$ cat src/rtl/rx_sync_ctrl.sv
// rx_sync_ctrl
// Sits between the RX gearbox and the block-lock FSM of a 10GBASE-R PCS
// receive path. It forwards sync headers to the lock FSM and turns lock-FSM
// slip requests into single gearbox slip pulses. After each slip it blanks
// headers for a holdoff window while the gearbox settles, and it tracks the
// current bit offset. If a full sweep of every offset gives no lock, it
// restarts the lock FSM.
//
// Ports
//   i_clk, i_reset_n     clock; asynchronous active-low reset
//   i_hdr_valid, i_hdr   header strobe and header from the gearbox
//   i_slip               slip request from the lock FSM (1-cycle pulse)
//   i_block_lock         block_lock level from the lock FSM
//   o_hdr_valid, o_hdr   gated, registered header path to the lock FSM
//   o_gb_slip            1-cycle slip pulse to the gearbox
//   o_bit_offset         current alignment offset, 0..NUM_OFFSETS-1
//   o_lock_restart       1-cycle pulse on FAIL entry: lock FSM back to RESET_CNT
//   o_align_fail         high while in FAIL
//   o_slip_total         lifetime slip count, saturating at 16'hFFFF
//
// Build option: define RX_SYNC_CTRL_STATS_EN to include the slip counter.
// Without it, o_slip_total is tied to 0.
//
// state   | meaning
// --------+--------------------------------------------------------------
// SEARCH  | forwarding headers, waiting for a slip request or for lock
// HOLDOFF | after a slip; the next SLIP_HOLDOFF header beats are dropped
// LOCKED  | lock FSM reports block_lock; headers forwarded
// FAIL    | full sweep gave no lock; headers blocked for FAIL_WAIT cycles

module rx_sync_ctrl #(
    parameter int HDR_WIDTH    = 2,
    parameter int NUM_OFFSETS  = 66,
    parameter int SLIP_HOLDOFF = 4,
    parameter int FAIL_WAIT    = 16
) (
    input  logic                 i_clk,
    input  logic                 i_reset_n,
    input  logic                 i_hdr_valid,
    input  logic [HDR_WIDTH-1:0] i_hdr,
    input  logic                 i_slip,
    input  logic                 i_block_lock,
    output logic                 o_hdr_valid,
    output logic [HDR_WIDTH-1:0] o_hdr,
    output logic                 o_gb_slip,
    output logic [6:0]           o_bit_offset,
    output logic                 o_lock_restart,
    output logic                 o_align_fail,
    output logic [15:0]          o_slip_total
);

    localparam int HOLD_W = $clog2(SLIP_HOLDOFF + 1);
    localparam int FAIL_W = $clog2(FAIL_WAIT + 1);

    localparam logic [HOLD_W-1:0] HOLD_LOAD  = HOLD_W'(SLIP_HOLDOFF);
    localparam logic [FAIL_W-1:0] FAIL_LOAD  = FAIL_W'(FAIL_WAIT);
    localparam logic [6:0]        OFF_LAST   = 7'(NUM_OFFSETS - 1);
    localparam logic [6:0]        SWEEP_FULL = 7'(NUM_OFFSETS);

    typedef enum logic [1:0] {
        SEARCH  = 2'd0,
        HOLDOFF = 2'd1,
        LOCKED  = 2'd2,
        FAIL    = 2'd3
    } state_t;

    state_t              state;
    state_t              state_nxt;
    logic [6:0]          sweep;
    logic [6:0]          sweep_nxt;
    logic [6:0]          offset_nxt;
    logic [HOLD_W-1:0]   hold_cnt;
    logic [HOLD_W-1:0]   hold_nxt;
    logic [FAIL_W-1:0]   fail_cnt;
    logic [FAIL_W-1:0]   fail_nxt;
    logic                fwd;
    logic                slip_fire;
    logic                restart_fire;

    always_comb begin
        state_nxt    = state;
        sweep_nxt    = sweep;
        offset_nxt   = o_bit_offset;
        hold_nxt     = hold_cnt;
        fail_nxt     = fail_cnt;
        fwd          = 1'b0;
        slip_fire    = 1'b0;
        restart_fire = 1'b0;

        case (state)
            SEARCH: begin
                fwd = 1'b1;
                // A slip request wins over a simultaneous lock indication.
                if (i_slip) begin
                    slip_fire = 1'b1;
                    sweep_nxt = sweep + 7'd1;
                end else if (i_block_lock) begin
                    state_nxt = LOCKED;
                    sweep_nxt = '0;
                end
            end
            LOCKED: begin
                fwd = 1'b1;
                // Losing lock through a slip starts a fresh sweep at 1.
                if (i_slip) begin
                    slip_fire = 1'b1;
                    sweep_nxt = 7'd1;
                end else if (!i_block_lock) begin
                    state_nxt = SEARCH;
                    sweep_nxt = '0;
                end
            end
            HOLDOFF: begin
                // Counted in header beats; idle cycles stretch the window.
                if (i_hdr_valid) begin
                    if (hold_cnt <= HOLD_W'(1)) begin
                        state_nxt = SEARCH;
                        hold_nxt  = '0;
                    end else begin
                        hold_nxt = hold_cnt - HOLD_W'(1);
                    end
                end
            end
            FAIL: begin
                if (fail_cnt <= FAIL_W'(1)) begin
                    state_nxt = SEARCH;
                    sweep_nxt = '0;
                    fail_nxt  = '0;
                end else begin
                    fail_nxt = fail_cnt - FAIL_W'(1);
                end
            end
            default: begin
                state_nxt = SEARCH;
            end
        endcase

        if (slip_fire) begin
            offset_nxt = (o_bit_offset == OFF_LAST) ? 7'd0 : o_bit_offset + 7'd1;
            if (sweep_nxt == SWEEP_FULL) begin
                state_nxt    = FAIL;
                fail_nxt     = FAIL_LOAD;
                restart_fire = 1'b1;
            end else begin
                state_nxt = HOLDOFF;
                hold_nxt  = HOLD_LOAD;
            end
        end
    end

    always_ff @(posedge i_clk or negedge i_reset_n) begin
        if (!i_reset_n) begin
            state          <= SEARCH;
            sweep          <= '0;
            hold_cnt       <= '0;
            fail_cnt       <= '0;
            o_hdr_valid    <= 1'b0;
            o_hdr          <= '0;
            o_gb_slip      <= 1'b0;
            o_bit_offset   <= '0;
            o_lock_restart <= 1'b0;
            o_align_fail   <= 1'b0;
        end else begin
            state          <= state_nxt;
            sweep          <= sweep_nxt;
            hold_cnt       <= hold_nxt;
            fail_cnt       <= fail_nxt;
            o_hdr_valid    <= fwd && i_hdr_valid;
            if (fwd && i_hdr_valid) begin
                o_hdr <= i_hdr;
            end
            o_gb_slip      <= slip_fire;
            o_bit_offset   <= offset_nxt;
            o_lock_restart <= restart_fire;
            o_align_fail   <= (state_nxt == FAIL);
        end
    end

`ifdef RX_SYNC_CTRL_STATS_EN
    logic [15:0] slip_total;

    always_ff @(posedge i_clk or negedge i_reset_n) begin
        if (!i_reset_n) begin
            slip_total <= '0;
        end else if (slip_fire && (slip_total != 16'hFFFF)) begin
            slip_total <= slip_total + 16'd1;
        end
    end

    assign o_slip_total = slip_total;
`else
    assign o_slip_total = '0;
`endif

endmodule
$ cat config.mk
export PLATFORM = sky130hd
export DESIGN_NAME = rx_sync_ctrl
export DESIGN_NICKNAME = d
export VERILOG_FILES = /design/src/rtl/rx_sync_ctrl.sv
export SDC_FILE = /design/constraint.sdc
export NUM_CORES = 1
export LEC_CHECK = 0
export ABC_AREA = 1
export ABC_CLOCK_PERIOD_IN_PS = 4400
export CELL_PAD_IN_SITES_DETAIL_PLACEMENT = 1
export CELL_PAD_IN_SITES_GLOBAL_PLACEMENT = 2
export CORE_ASPECT_RATIO = 0.75
export CORE_MARGIN = 2
export CORE_UTILIZATION = 31
export DETAILED_ROUTE_END_ITERATION = 6
export HOLD_SLACK_MARGIN = 0.1
export PLACE_DENSITY = 0.87
export REMOVE_ABC_BUFFERS = 1
export SYNTH_ARGS = -nofsm -noshare
export SYNTH_HDL_FRONTEND = slang
export SYNTH_SLANG_ARGS = --single-unit
$ cat constraint.sdc
create_clock -name i_clk -period 4.4 [get_ports i_clk]
set_input_delay 1.32 -clock i_clk [delete_from_list [all_inputs] [get_ports i_clk]]
set_output_delay 1.32 -clock i_clk [all_outputs]
set_load 0.05 [all_outputs]
==> qor.csv, run 1 <==
metric,value,unit
status,"finished, final reports clean",
Sink Count,30,
Startpoint Class,primary input,
Mapped Avg Cell Area,7.73,sq um
initial antenna violation count,0,
RD Place Congestion,0.867,
Tot Pwr,1490,uW
number of H-tree levels,2,
Required @ worst endpoint,4.57,ns
largest net degree at the start of global routing,31,
top_reg_cell synth,dfrtp_1,
first-pass GRT wire length,7110,um
clock latency on the worst-skew pair,0.28,ns
die area,6470,sq um
slowest CP cell,clkdlybuf4s50_1,
Final Skew,0.00711,ns
Crit Path Category,in -> reg,
root buffer cell,clkbuf_8,
Synth-to-Final Area Change,17.9,%
drt pass-1 iters,4,
worst-path cell chain,clkdlybuf4s50_1 -> inv_2 -> nor2_2 -> inv_2 -> nor3_2 -> and3_1 -> nand2_1 -> o22ai_1 -> a21oi_1,
power per cell area,697,nW/um^2
via count,1489,
setup TNS,0,ns
FP Rows,24,
Antenna Nets Post-Route,0,
arrival time worst endpoint,3.12,ns
1st-iter DRT viols,45,
WL per Instance,12.0,um
CORE AREA,5740,sq um
placed cell areas,2040,sq um
PortBufs,19,
CTS tree,built,
Cells after Synth,234,
post-route cell area,2130,sq um
# fillers,720,
slew margin rel.,0.668,
layout cells sized above 1,0.0958,
#FFs+latches synth,30,
RSZ-0062 raised after global routing,no,
post-synth cell types,32,
number of CTS-inserted buffers,5,
"Remaining Overflow, GRT",0,
number of global-route vias before repair,1502,
nets,274,
mapped cell area,1810,sq um
"Hold Vio Cnt, Final",0,
clk buf depth,2,
"Core Util, Final",0.372,
vias per cell,4.39,
max-cap viol count,0,
"commonest non-fill, non-tap cell in the layout",nand2_1,
f_max,339,MHz
final setup fails,0,
# diodes,0,
Top Ports,36,
min-delay worst type,reg -> reg,
"CTS clk-pin slew, worst paths",0.06,ns
cts repair resizes,0,
Initial Utilization,0.315,
Tot GR Track Use,0.138,
cell leakage power,0.00108,uW
largest area contributor in the netlist,dfrtp_1,
most frequent cells in the layout,"49 x nand2_1, 32 x inv_1, 30 x dfrtp_1",
top-area cell type share of the netlist area,0.415,
Pins Over Slew Limit,0,
"slowest stage delay, CP",0.55,ns
Max Fanout on Critical Path,8,
Area contributors post-synth,"dfrtp_1 42%, nand2_1 10%, buf_4 6.6%, inv_1 6.6%, nor2_1 5.2%",
Worst Tran Pin Value,0.497,ns
Post-synth EDFFs,0,
"Top cell by count, worst path",inv_2,
fin crit share,0.671,
drt total wl,4060,um
HPWL after DPL,3190,um
Crit. End Element,flop,
Die Wd,92.2,um
post-synthesis async set-or-reset flop share,1.00,
Period minus WS final,2.95,ns
maximum vdd drop,0.373,mV
sequential area share after synthesis,0.415,
Post-CTS Setup Bufs,0,
Chip Height,70.1,um
DRC viols,0,
yosys warns,0,
cts hold-fix bufs,0,
Yosys cell counts (4+ instances only):
cell type	number
nand2_1	49
inv_1	32
dfrtp_1	30
nor2_1	25
nand3_1	18
buf_4	16
o21ai_0	10
a21oi_1	8
ha_1	7
inv_2	5
nand4_1	4
stage by stage:
stage,hold WS [ns],worst slack [ns],cells
floorplan,0.498,1.96,233
global placement,0.459,1.20,331
detailed placement,0.469,1.13,331
CTS,0.486,1.42,339
global route,0.526,1.24,339
finish,0.474,1.45,339
report_power, final:
group,leakage (uW),switching [uW],internal [uW],total [uW]
clock,0.0000482,107,126,233
combinational,0.000655,531,247,778
sequential,0.000376,93.1,381,474
final timing paths:
kind	from	end	slack (ns)	cells past startpoint
max	i_slip	o_bit_offset[6]	1.45	9
min	o_hdr[0]	o_hdr[0]	0.47	2
max reg2reg	fail_cnt[1]	fail_cnt[3]	2.43	12
min reg2reg	o_hdr[0]	o_hdr[0]	0.47	2
max in group asynchronous	i_reset_n	hold_cnt[0]	2.67	2
min in group asynchronous	i_reset_n	sweep[0]	1.43	2
critical path: cells and delay by family:
family / cells / cell delay, ns
buffers and inverters: 3 / 0.80
AND/OR/NAND/NOR: 4 / 0.80
AO/OA/AOI/OAI: 2 / 0.18
area by class of cell:
type                    count  area (sq um)  area share
clock buffers               7          86.3      0.0405
clock inverters             1          5.00     0.00235
inverters                  37           139      0.0652
multi-input cells         166           855       0.401
flip-flops and latches     30           751       0.352
well taps                  78          97.6      0.0458
repair buffers             20           198      0.0928
state kept, by name (all words and copies together), names as in the netlist:
register	flops
o_gb_slip	1
fail_cnt	5
sweep	7
o_lock_restart	1
o_bit_offset	7
hold_cnt	3
o_hdr_valid	1
state	2
o_hdr	2
o_align_fail	1
cells by family (layout without fill, tap and decap cells):
| kind of cell | Yosys count | in the layout | share of synthesized area |
|---|---|---|---|
| adders and majority gates | 7 | 7 | 0.0484 |
| AOI/OAI and AO/OA | 26 | 26 | 0.0817 |
| other | 1 | 16 | 0.00207 |
| DFF | 30 | 30 | 0.415 |
| and+or+nand+nor | 113 | 113 | 0.290 |
| buffers and inverters | 53 | 65 | 0.143 |
| xor gates and xnor gates | 4 | 4 | 0.0194 |
per-layer routing:
layer  track usage  vias to the layer above  share of wire  wire length, um
li1              -                      762              -                -
met1         0.204                      701           0.54             2170
met2         0.206                       24           0.43             1730
met3        0.0345                        2          0.034              136
met4        0.0299                        0         0.0039               16
met5             0                        -              0                0
(Power assumes the default switching activity.)
==> run 2: changes to the inputs <==
--- a/config.mk
+++ b/config.mk
@@ -6,15 +6,15 @@
 export NUM_CORES = 1
 export LEC_CHECK = 0
 export ABC_AREA = 1
-export ABC_CLOCK_PERIOD_IN_PS = 4400
+export ABC_CLOCK_PERIOD_IN_PS = 2500
 export CELL_PAD_IN_SITES_DETAIL_PLACEMENT = 1
 export CELL_PAD_IN_SITES_GLOBAL_PLACEMENT = 2
 export CORE_ASPECT_RATIO = 0.75
 export CORE_MARGIN = 2
-export CORE_UTILIZATION = 31
+export CORE_UTILIZATION = 26
 export DETAILED_ROUTE_END_ITERATION = 6
 export HOLD_SLACK_MARGIN = 0.1
-export PLACE_DENSITY = 0.87
+export PLACE_DENSITY = 0.79
 export REMOVE_ABC_BUFFERS = 1
 export SYNTH_ARGS = -nofsm -noshare
 export SYNTH_HDL_FRONTEND = slang
==> constraint.sdc (replaced) <==
create_clock -name i_clk -period 2.5 [get_ports i_clk]
set_input_delay 0.75 -clock i_clk [delete_from_list [all_inputs] [get_ports i_clk]]
set_output_delay 0.75 -clock i_clk [all_outputs]
set_load 0.05 [all_outputs]
==> run 2 against run 1 <==
Against the previous run:
- cell area up 6.4%
- clock skew about the same
- cell count up 6.5%
- register-to-register slack worse by 1.9 ns
- critical path depth down 8
- combinational power up 83%
- flip-flop and latch count unchanged
- power up 81%
==> qor.csv, run 2 (synthesized netlist as in run 1, its figures left out) <==
metric,value,unit,change
status,"finished, final reports clean",,unchanged
"commonest non-fill, non-tap cell in the layout",nand2_1,,unchanged
Min-Delay Endpoint,o_hdr[0],,unchanged
first-pass GRT wire length,7820,um,was 7110 um
Crit. End Element,output pin,,was flop
Period minus WS final,2.32,ns,
DRC viols,0,,unchanged
final setup margin,0.183,ns,was 1.45 ns
Worst Tran Pin Value,0.502,ns,was 0.497 ns
arrival time worst endpoint,1.57,ns,was 3.12 ns
slew margin rel.,0.664,,was 0.668
placed cell areas,2170,sq um,was 2040 sq um
startpoint of the worst hold path,o_hdr[0],,unchanged
clock latency on the worst-skew pair,0.29,ns,was 0.28 ns
worst-path cell chain,clkdlybuf4s50_1,,was clkdlybuf4s50_1 -> inv_2 -> nor2_2 -> inv_2 -> nor3_2 -> and3_1 -> nand2_1 -> o22ai_1 -> a21oi_1
Synth-to-Final Area Change,25.4,%,was 17.9%
number of H-tree levels,2,,unchanged
initial antenna violation count,0,,unchanged
HPWL after DPL,3560,um,was 3190 um
power per cell area,1180,nW/um^2,was 697 nW/um^2
RSZ-0062 raised after global routing,no,,unchanged
r2r endpoint,fail_cnt[2],,was fail_cnt[3]
Sequential Power Share,0.313,,was 0.319
Antenna Nets Post-Route,0,,unchanged
Psw,1310,uW,was 731 uW
number of global-route vias before repair,1665,,was 1502
most frequent cells in the layout,"49 x nand2_1, 32 x inv_1, 30 x dfrtp_1",,unchanged
number of CTS-inserted buffers,5,,unchanged
cts hold-fix bufs,0,,unchanged
Int Power,1380,uW,was 754 uW
"CTS clk-pin slew, worst paths",0.07,ns,was 0.06 ns
Switching Fraction,0.487,,was 0.492
FP Rows,26,,was 24
WL per Instance,12.3,um,was 12.0 um
maximum vdd drop,0.376,mV,was 0.373 mV
nets,290,,was 274
# fillers,839,,was 720
die area,7640,sq um,was 6470 sq um
reg2reg start,fail_cnt[1],,unchanged
area of the multi-input gates,860,sq um,was 855 sq um
slowest CP cell,clkdlybuf4s50_1,,unchanged
hold_ws,0.486,ns,was 0.474 ns
Register-to-Register Setup Slack,0.54,ns,was 2.43 ns
cell leakage power,0.00116,uW,was 0.00108 uW
drt pass-1 iters,4,,unchanged
via count,1560,,was 1489
Startpoint Class,flop,,was primary input
Pins Over Slew Limit,0,,unchanged
register area,751,sq um,unchanged
"Hold Vio Cnt, Final",0,,unchanged
final setup fails,0,,unchanged
Final Skew,0.00700,ns,was 0.00711 ns
CORE AREA,6770,sq um,was 5740 sq um
f_max,432,MHz,
biggest regs,"o_bit_offset (7), sweep (7), fail_cnt (5)",,unchanged
Max Fanout on Critical Path,6,,was 8
Reg2Reg Depth,12,,unchanged
Tot Pwr,2680,uW,was 1490 uW
layout cells sized above 1,0.159,,was 0.0958
PortBufs,19,,unchanged
vias per cell,4.32,,was 4.39
# diodes,0,,unchanged
drt total wl,4450,um,was 4060 um
Crit Path Category,reg -> out,,was in -> reg
RD Place Congestion,0.843,,was 0.867
Top Ports,36,,unchanged
min-delay worst type,reg -> reg,,unchanged
max-cap viol count,0,,unchanged
Tot GR Track Use,0.130,,was 0.138
crit-path leading delay family,buffers and inverters,,unchanged
Chip Height,76.2,um,was 70.1 um
Clk network pwr share,0.156,,was 0.157
Initial Utilization,0.267,,was 0.315
1st-iter DRT viols,48,,was 45
fin crit share,0.927,,
"Core Util, Final",0.335,,was 0.372
root buffer cell,clkbuf_8,,unchanged
Required @ worst endpoint,1.75,ns,was 4.57 ns
"Remaining Overflow, GRT",0,,unchanged
DP Worst Slack,-0.138,ns,was 1.13 ns
Die Wd,100,um,was 92.2 um
largest net degree at the start of global routing,31,,unchanged
"slowest stage delay, CP",0.84,ns,was 0.55 ns
CTS tree,built,,unchanged
post-route cell area,2270,sq um,was 2130 sq um
hold path depth,2,,unchanged
clk buf depth,2,,unchanged
Sink Count,30,,unchanged
Gate power share,0.531,,was 0.524
WP buf/inv,1,,was 3
==> run 2: changes by cell type in the layout (fill, tap and decap cells not counted) <==
cell,change
buf_4,+16
nor2_1,-2
nor2_2,+2
clkbuf_1,-1
clkinvlp_4,+1
==> run 2: per-stage QoR <==
stage | instances | TNS (ns)
5_1_grt | 361 | 0
6_report | 361 | 0
2_1_floorplan | 233 | 0
3_5_place_dp | 353 | -0.789
3_3_place_gp | 353 | -0.351
4_1_cts | 361 | 0
==> run 2: repair_timing <==
| item | CTS | global route |
|---|---|---|
| gates resized for setup | 0 | 2 |
| endpoints found under the setup margin | 0 | 4 |
| setup buffers | 0 | 0 |
==> run 2: cell type report <==
| cell class | instances | area share |
|---|---|---|
| Multi-Input combinational cell | 166 | 0.379 |
| Clock buffer | 6 | 0.0364 |
| Inverter | 37 | 0.0613 |
| Timing Repair Buffer | 36 | 0.140 |
| Clock inverter | 2 | 0.00552 |
| Sequential cell | 30 | 0.331 |
| Tap cell | 84 | 0.0464 |
==> run 2: how the worst max path moves through the flow <==
stage,slack [ns],from,endpoint,cells after the start
after global routing,0.01,i_slip,fail_cnt[2],15
after floorplan,0.63,i_slip,fail_cnt[2],12
after detailed placement,-0.14,i_slip,fail_cnt[3],15
after global placement,-0.09,i_slip,hold_cnt[0],13
after CTS,0.16,i_slip,fail_cnt[3],15
final,0.18,o_bit_offset[3],o_bit_offset[3],1
==> run 2: power groups by stage <==
stage / registers (uW) / clock network, uW / logic [uW]
3_5_place_dp: 856 / 0 / 1440
2_1_floorplan: 1100 / 0 / 716
3_3_place_gp: 851 / 0 / 1400
5_1_grt: 882 / 456 / 1610
6_report: 840 / 418 / 1420
4_1_cts: 849 / 432 / 1450
==> run 2: metal layers <==
metal  vias to the layer above  wire length [um]  track usage
met5                         -                 0            0
met4                         0                48       0.0411
met3                         5               155       0.0312
met2                        24              1990        0.199
met1                       738              2250        0.181
li1                        793                 -            -
==> run 2: worst min-delay path: stages (launching register included) <==
cell,delay [ns]
dfrtp_1,0.34
nand2_1,0.06
nand2_1,0.05
==> run 3: changes to the inputs <==
==> constraint.sdc (replaced) <==
create_clock -name i_clk -period 2.5 [get_ports i_clk]
set_input_delay 0.75 -clock i_clk [delete_from_list [all_inputs] [get_ports i_clk]]
set_output_delay 0.75 -clock i_clk [all_outputs]
set_load 0.005 [all_outputs]
==> results of run 3 <==
Same layout as run 2 (identical final DEF). Status: finished, final reports clean.
Among the figures that moved: setup slack after layout 0.183 ns -> 0.190 ns; start point of the critical path o_bit_offset[3] -> i_slip; end point of the critical path o_bit_offset[3] -> fail_cnt[2]; total power 2680 uW -> 2350 uW; worst IR drop on VDD 0.376 mV -> 0.314 mV
